<file path="src/rtl/addsub_serial.sv">
// rtl/addsub_serial.sv - digit-serial adder/subtractor with registered result.
// Optional V/Z/N flag ports are built when ADDSUB_SERIAL_FLAGS_EN is defined.
module addsub_serial #(
  parameter int BUS_WIDTH   = 8,
  parameter int DIGIT_WIDTH = 2
) (
  input  logic                 clk,
  input  logic                 rst,
  input  logic                 start,
  input  logic [BUS_WIDTH-1:0] A,
  input  logic [BUS_WIDTH-1:0] B,
  input  logic                 Cin,
  input  logic                 mode,
  output logic [BUS_WIDTH-1:0] sum,
  output logic                 Cout,
  output logic                 busy,
  output logic                 done
`ifdef ADDSUB_SERIAL_FLAGS_EN
  ,
  output logic                 V,
  output logic                 Z,
  output logic                 N
`endif
);

  localparam int NDIG = BUS_WIDTH / DIGIT_WIDTH;
  localparam int CW   = (NDIG > 1) ? $clog2(NDIG) : 1;

  typedef enum logic [1:0] {
    IDLE = 2'd0,
    RUN  = 2'd1,
    DONE = 2'd2
  } state_t;

  state_t state, state_nxt;

  logic [BUS_WIDTH-1:0] a_reg;
  logic [BUS_WIDTH-1:0] b_reg;
  logic [BUS_WIDTH-1:0] acc_reg;
  logic                 carry_reg;
  logic [CW-1:0]        cnt;

  logic [DIGIT_WIDTH-1:0] a_dig;
  logic [DIGIT_WIDTH-1:0] b_dig;
  logic [DIGIT_WIDTH:0]   dig_sum;
  logic [BUS_WIDTH-1:0]   acc_nxt;
  logic                   last_dig;

  // One digit slice per cycle; partial results collect in acc_reg, never in sum.
  always_comb begin
    a_dig    = a_reg[int'(cnt) * DIGIT_WIDTH +: DIGIT_WIDTH];
    b_dig    = b_reg[int'(cnt) * DIGIT_WIDTH +: DIGIT_WIDTH];
    dig_sum  = {1'b0, a_dig} + {1'b0, b_dig} + {{DIGIT_WIDTH{1'b0}}, carry_reg};
    acc_nxt  = acc_reg;
    acc_nxt[int'(cnt) * DIGIT_WIDTH +: DIGIT_WIDTH] = dig_sum[DIGIT_WIDTH-1:0];
    last_dig = (cnt == CW'(NDIG - 1));
  end

  always_ff @(posedge clk) begin
    if (rst) begin
      state <= IDLE;
    end else begin
      state <= state_nxt;
    end
  end

  always_comb begin
    state_nxt = state;
    case (state)
      IDLE:    if (start) state_nxt = RUN;
      RUN:     if (last_dig) state_nxt = DONE;
      DONE:    state_nxt = IDLE;
      default: state_nxt = IDLE;
    endcase
  end

  always_comb begin
    busy = (state != IDLE);
    done = (state == DONE);
  end

  always_ff @(posedge clk) begin
    if (rst) begin
      a_reg     <= '0;
      b_reg     <= '0;
      acc_reg   <= '0;
      carry_reg <= 1'b0;
      cnt       <= '0;
      sum       <= '0;
      Cout      <= 1'b0;
    end else begin
      case (state)
        IDLE: begin
          if (start) begin
            a_reg     <= A;
            b_reg     <= mode ? B : ~B;
            carry_reg <= Cin;
            acc_reg   <= '0;
            cnt       <= '0;
          end
        end
        RUN: begin
          acc_reg   <= acc_nxt;
          carry_reg <= dig_sum[DIGIT_WIDTH];
          cnt       <= cnt + CW'(1);
          if (last_dig) begin
            sum  <= acc_nxt;
            Cout <= dig_sum[DIGIT_WIDTH];
          end
        end
        default: ;
      endcase
    end
  end

`ifdef ADDSUB_SERIAL_FLAGS_EN
  // Overflow when both effective operands share a sign the result does not.
  always_ff @(posedge clk) begin
    if (rst) begin
      V <= 1'b0;
      Z <= 1'b0;
      N <= 1'b0;
    end else if (state == RUN && last_dig) begin
      V <= (a_reg[BUS_WIDTH-1] == b_reg[BUS_WIDTH-1]) &&
           (acc_nxt[BUS_WIDTH-1] != a_reg[BUS_WIDTH-1]);
      Z <= (acc_nxt == '0);
      N <= acc_nxt[BUS_WIDTH-1];
    end
  end
`endif

endmodule
</file>
<file path="config.mk">
export PLATFORM = sky130hd
export DESIGN_NAME = addsub_serial
export DESIGN_NICKNAME = d
export VERILOG_FILES = /design/src/rtl/addsub_serial.sv
export SDC_FILE = /design/constraint.sdc
export NUM_CORES = 1
export LEC_CHECK = 0
export BUFFER_PORTS_ARGS = -buffer_cell sky130_fd_sc_hd__buf_2
export CAP_MARGIN = 20
export CORE_AREA = 5 5 65 67
export CTS_CLUSTER_SIZE = 30
export DETAILED_ROUTE_END_ITERATION = 8
export DIE_AREA = 0 0 70 72
export PLACE_DENSITY = 0.76
export SYNTH_ARGS = -nofsm -noshare
export SYNTH_HDL_FRONTEND = slang
export SYNTH_SLANG_ARGS = --single-unit
</file>
<file path="constraint.sdc">
create_clock -name clk -period 2.85 [get_ports clk]
set_clock_uncertainty 0.1 [all_clocks]
set_input_delay 0.1425 -clock clk [delete_from_list [all_inputs] [get_ports clk]]
set_output_delay 0.1425 -clock clk [all_outputs]
set_load 0.01 [all_outputs]
</file>
# Word level (Yosys, flattened, before mapping)
# Index checks and enable logic that the tools add are counted.
# word_totals
reg_bits	38
in_bits	21
out_inout_bits	11
# op_classes
addsub	4
eq_ne	5
shift	4
muxes	11
bitwise	1
n_reduce_logical	7
# op_table
cell	n
negation 3 -> 33 bit	1
variable shift 2 x 33 -> 8 bit, first input constant	1
variable part select 2 x 33 -> 8 bit	1
2-to-1 mux 8 bit	2
one-hot mux 8 bit (2 select lines)	1
variable part select 8 x 4 -> 2 bit	2
bitwise mux 8 bit	1
inverter 8 bit	1
one-hot mux 2 bit (2 select lines)	2
AND reduction 2 bit	4
2-to-1 mux 2 bit	3
== test 2 bit, second input constant	2
!= test 2 bit, second input constant	2
nonzero test 2 bit	2
adder 2 x 2 -> 3 bit	1
adder 3 x 1 -> 3 bit	1
adder 2 x 1 -> 2 bit, second input constant	1
== test 2 x 1 -> 1 bit, second input constant	1
zero test 2 bit	1
one-hot mux 1 bit (2 select lines)	1
2-to-1 mux 1 bit	1

# Longest topological paths before layout
# logic_depth
depth_word	6
ltp_mapped	6

# Worst setup path before layout
# No wires, ideal clock.
# synth_path
path_type	reg-to-reg
startpoint	register cnt[0]
endpoint	register sum[1]
arrival_time_ns	2.366
required_time_ns	2.618
path_slack_ns	0.253
path_stages_with_launch	7
n_path_buf	1
cell_sequence	dfxtp_1 > buf_4 > mux4_2 > fa_1 > fa_1 > a221oi_1 > nor3_1
# synth_via
elab_chain_len	5
word_cells_on_any_way	10
classes_between	add/sub (3); eq/ne (1); shift (4); mux (1); reduce/logical (1)
# synth_rtl
element	line	text
start, declared	41	logic [CW-1:0] cnt;
start signal, assigned	105	cnt <= cnt + CW'(1);
variable part select 8 x 4 -> 2 bit, on equally long branches	51, 52	
adder 2 x 2 -> 3 bit	53	dig_sum = {1'b0, a_dig} + {1'b0, b_dig} + {{DIGIT_WIDTH{1'b0}}, carry_reg};
adder 3 x 1 -> 3 bit	53	
variable part select 2 x 33 -> 8 bit	55	acc_nxt[int'(cnt) * DIGIT_WIDTH +: DIGIT_WIDTH] = dig_sum[DIGIT_WIDTH-1:0];
bitwise mux 8 bit	55	
end signal, assigned	107	sum <= acc_nxt;
end, declared	14	output logic [BUS_WIDTH-1:0] sum,
# Several ways; a longest one is shown, not always the timed one.
# A chain may end at the register's enable or synchronous reset.

# Worst setup path after layout
# layout_path
startpoint	register cnt[0]
endpoint	register sum[7]
# The elaborated chain is that of the path after synthesis.

==> summary.md <==
| Metric | Value |
|---|---|
| Via-per-instance ratio | `between 5 and 6` |
| Post-CTS Setup Inserts | `0` |
| Min Hold Slack | `-0.00518 ns` |
| Final setup violation count | `0` |
| Worst-Skew Late Latency | `0.35 ns` |
| Pre-CTS setup slack | `about 0.19 ns` |
| # port buffers | `31` |
| Pleak | `around 0.92 nW` |
| First-pass GRT wire length | `slightly above 7000 µm` |
| Avg Inst Size Synth | `~9 µm²` |
| # DRC | `0` |
| Row Count | `22` |
| Syn nets | `between 200 and 250` |
| Slew at the pin with the worst max-slew slack | `roughly 0.86 ns` |
| Clock buffer count from CTS | `5` |
| CP endpoint kind | `flip-flop` |
| Clk pwr share | `28.0%` |
| CTS tree | `built` |
| Peak VDD IR | `slightly below 0.3 mV` |
| Int Power | `approximately 0.76 mW` |
| Drt total wl | `around 4000 µm` |
| Post-synth ARST share | `0%` |
| Switching share of power | `between 20 and 30%` |
| Antenna Cells | `0` |
| Sequential Power Share | `between 50% and 60%` |
| Die area | `5040 µm²` |
| Share of cells above drive strength 1 | `a little over a fifth` |
| Antenna Violating Nets Remaining | `0` |
| Crit path max fanout | `5` |
| Outcome | `finished, violations left` |
| Startpoint types | `flip-flop` |
| Pwr/cell area | `~470 nW/µm²` |
| Kind of critical path | `flip-flop to flip-flop` |
| Core region area | `between 3000 and 4000 µm²` |
| H-Tree Depth | `2` |
| Final hold violation count | `1` |
| Period utilization | `89.3%` |
| Main synth FF type | `dfxtp_1` |
| Remaining Overflow, GRT | `0` |
| Post-synth top area cell | `dfxtp_1` |
| Critical path data required time | `approximately 3.0 ns` |
| Setup WS post-layout | `0.306 ns` |
| Drt initial violations | `126` |
| Unique masters post-synth | `37` |
| 1st-pass router iterations | `4` |
| GPL Wtd Cong | `around 0.84` |
| Worst Hold Launch | `B[3]` |
| Synth top area share | `a little over 40%` |
| Logic pwr share | `between 10% and 20%` |
| Tot GR Track Use | `between 10% and 20%` |
| Failing checks | `negative hold slack` |
| Sequential fraction of the synthesis area | `40.7%` |
| Data arrival time of the critical path | `roughly 2.7 ns` |
| Cell with the most instances after synthesis | `nand2_1` |
| Net Switching | `between 0.2 and 0.3 mW` |
| Initial antenna violation count | `0` |
| Sink Count | `38` |
| Final setup TNS | `0 ns` |
| RSZ-0062 raised after global routing | `no` |
| I/O Pins | `32` |
| Post-DP HPWL | `about 2700 µm` |
| Syn Std Cell Area | `between 1500 and 2000 µm²` |
| Setup crit start | `cnt[0]$_SDFFE_PP0P_` |
| Via count | `around 1600` |
| Root Buffer | `clkbuf_4` |
| Reg2Reg Launch Point | `cnt[0]$_SDFFE_PP0P_` |
| Largest net degree at the start of global routing | `40` |
| Synth top area cells | `dfxtp_1, nand2_1, a21oi_1` |
| Warnings from Yosys | `0` |
| Number of synthesized flops with an enable pin | `0` |
| Vias in the first global route | `between 1500 and 2000` |
| Clock Path Buffers | `2` |
| Avg WL per Cell | `13.3 µm` |
| Cells after Synth | `210` |
| Pins over their slew limit | `0` |
| Max-cap violations | `0` |
| Reg clk slew, reported paths | `about 0.11 ns` |
| Synth Register Bits | `38` |
| Nets | `about 280` |
| Highest clock rate | `393 MHz` |
| Post-synth top cells | `nand2_1, dfxtp_1, a21oi_1` |
| Die span in y | `about 70 µm` |
| Hold WC Path Type | `input pin to flip-flop` |
| Width of the die | `around 70 µm` |
| Area Growth Syn to Fin | `20.0%` |
| Starting density of the core | `between 50% and 60%` |
| Min Tclk post-route | `2.54 ns` |
| Rel. slew slack | `42.7%` |
-- cell type report --
| cell class | count | area [µm²] |
|---|---|---|
| fill | 320 | 1340 |
| clock buffer | 7 | 55.1 |
| sequential | 38 | 762 |
| clock inverter | 1 | 5.00 |
| inverter | 17 | 63.8 |
| tap | 48 | 60.1 |
| multi-input combinational | 143 | 975 |
| timing repair buffer | 48 | 320 |
-- path summary, 6_finish.rpt --
path / endpoint / slack [ns] / cells after the start
worst min-delay path: b_reg[3]$_SDFFE_PP0P_ / -0.005 / 4
worst max register to register: sum[7]$_SDFFE_PP0P_ / 0.31 / 5
worst max-delay path: sum[7]$_SDFFE_PP0P_ / 0.31 / 5
worst min register to register: b_reg[3]$_SDFFE_PP0P_ / 0.36 / 2
-- worst max-delay path: stages, from the launching register on --
cell	delay (ns)
dfxtp_2	0.42
mux4_2	0.53
fa_1	0.42
fa_1	0.55
a221oi_1	0.32
nor3_1	0.09
-- metal layers --
layer	vias up	GRT usage (%)	part of all wire (%)
met4	0	5.32	1.3
met2	37	29.5	50
li1	809	-	-
met1	712	21.8	44
met3	7	3.60	5.5
met5	-	0	0
-- cell usage in the layout, fill, tap and decap left out, drive strengths merged --
master	netlist	final
dlygate4sd3	0	15
nand2	42	42
o21ba	1	1
or2b	1	1
nor2	12	12
inv	17	17
and4b	1	1
mux4	4	4
or4	1	1
or3b	1	1
a221oi	8	8
clkinv	0	1
a21oi	22	22
nand2b	1	1
nor2b	2	2
clkbuf	3	7
buf	9	33
nand3	2	2
a211oi	2	2
nor4bb	1	1
o22ai	1	1
nor3b	3	3
and4bb	2	2
ha	6	6
o32ai	8	8
nand3b	1	1
nor3	8	8
fa	2	2
xnor2	8	8
o21ai	1	1
and3b	1	1
dfxtp	38	38
nand4	1	1
-- power groups by stage --
stage / logic, mW / clock network (mW) / registers [mW]
after floorplan: 0.134 / 0 / 0.575
after global placement: 0.168 / 0 / 0.583
final: 0.187 / 0.295 / 0.572
after CTS: 0.185 / 0.297 / 0.572
after global routing: 0.209 / 0.322 / 0.576
after detailed placement: 0.170 / 0 / 0.584
-- repair_timing --
item                                    4_1_cts  5_1_grt
endpoints found under the setup margin        0        1
endpoints found under the hold margin        14        1
resized for setup                             0        1
hold buffers                                 14        1
-- metrics by stage --
step                      cell area, µm²  hold slack [ns]  util, %  total power [mW]  instances
after floorplan                     1870            0.178        -             0.709        210
after global placement              2030            0.284     56.7             0.751        279
after detailed placement            2030            0.289     56.7             0.755        279
after CTS                           2230         0.000796     62.3              1.05        301
after global routing                2240           0.0299     62.6              1.11        302
final                               2240         -0.00518     62.6              1.05        302
-- kinds of logic after synthesis --
family          synth area share (%)
simple gates                    21.8
compound gates                  15.7
flops                           40.7
buf+inv                         7.10
xor+xnor                        3.75
fa+ha+maj                       6.16
mux                             4.82
(Power assumes the default switching activity.)
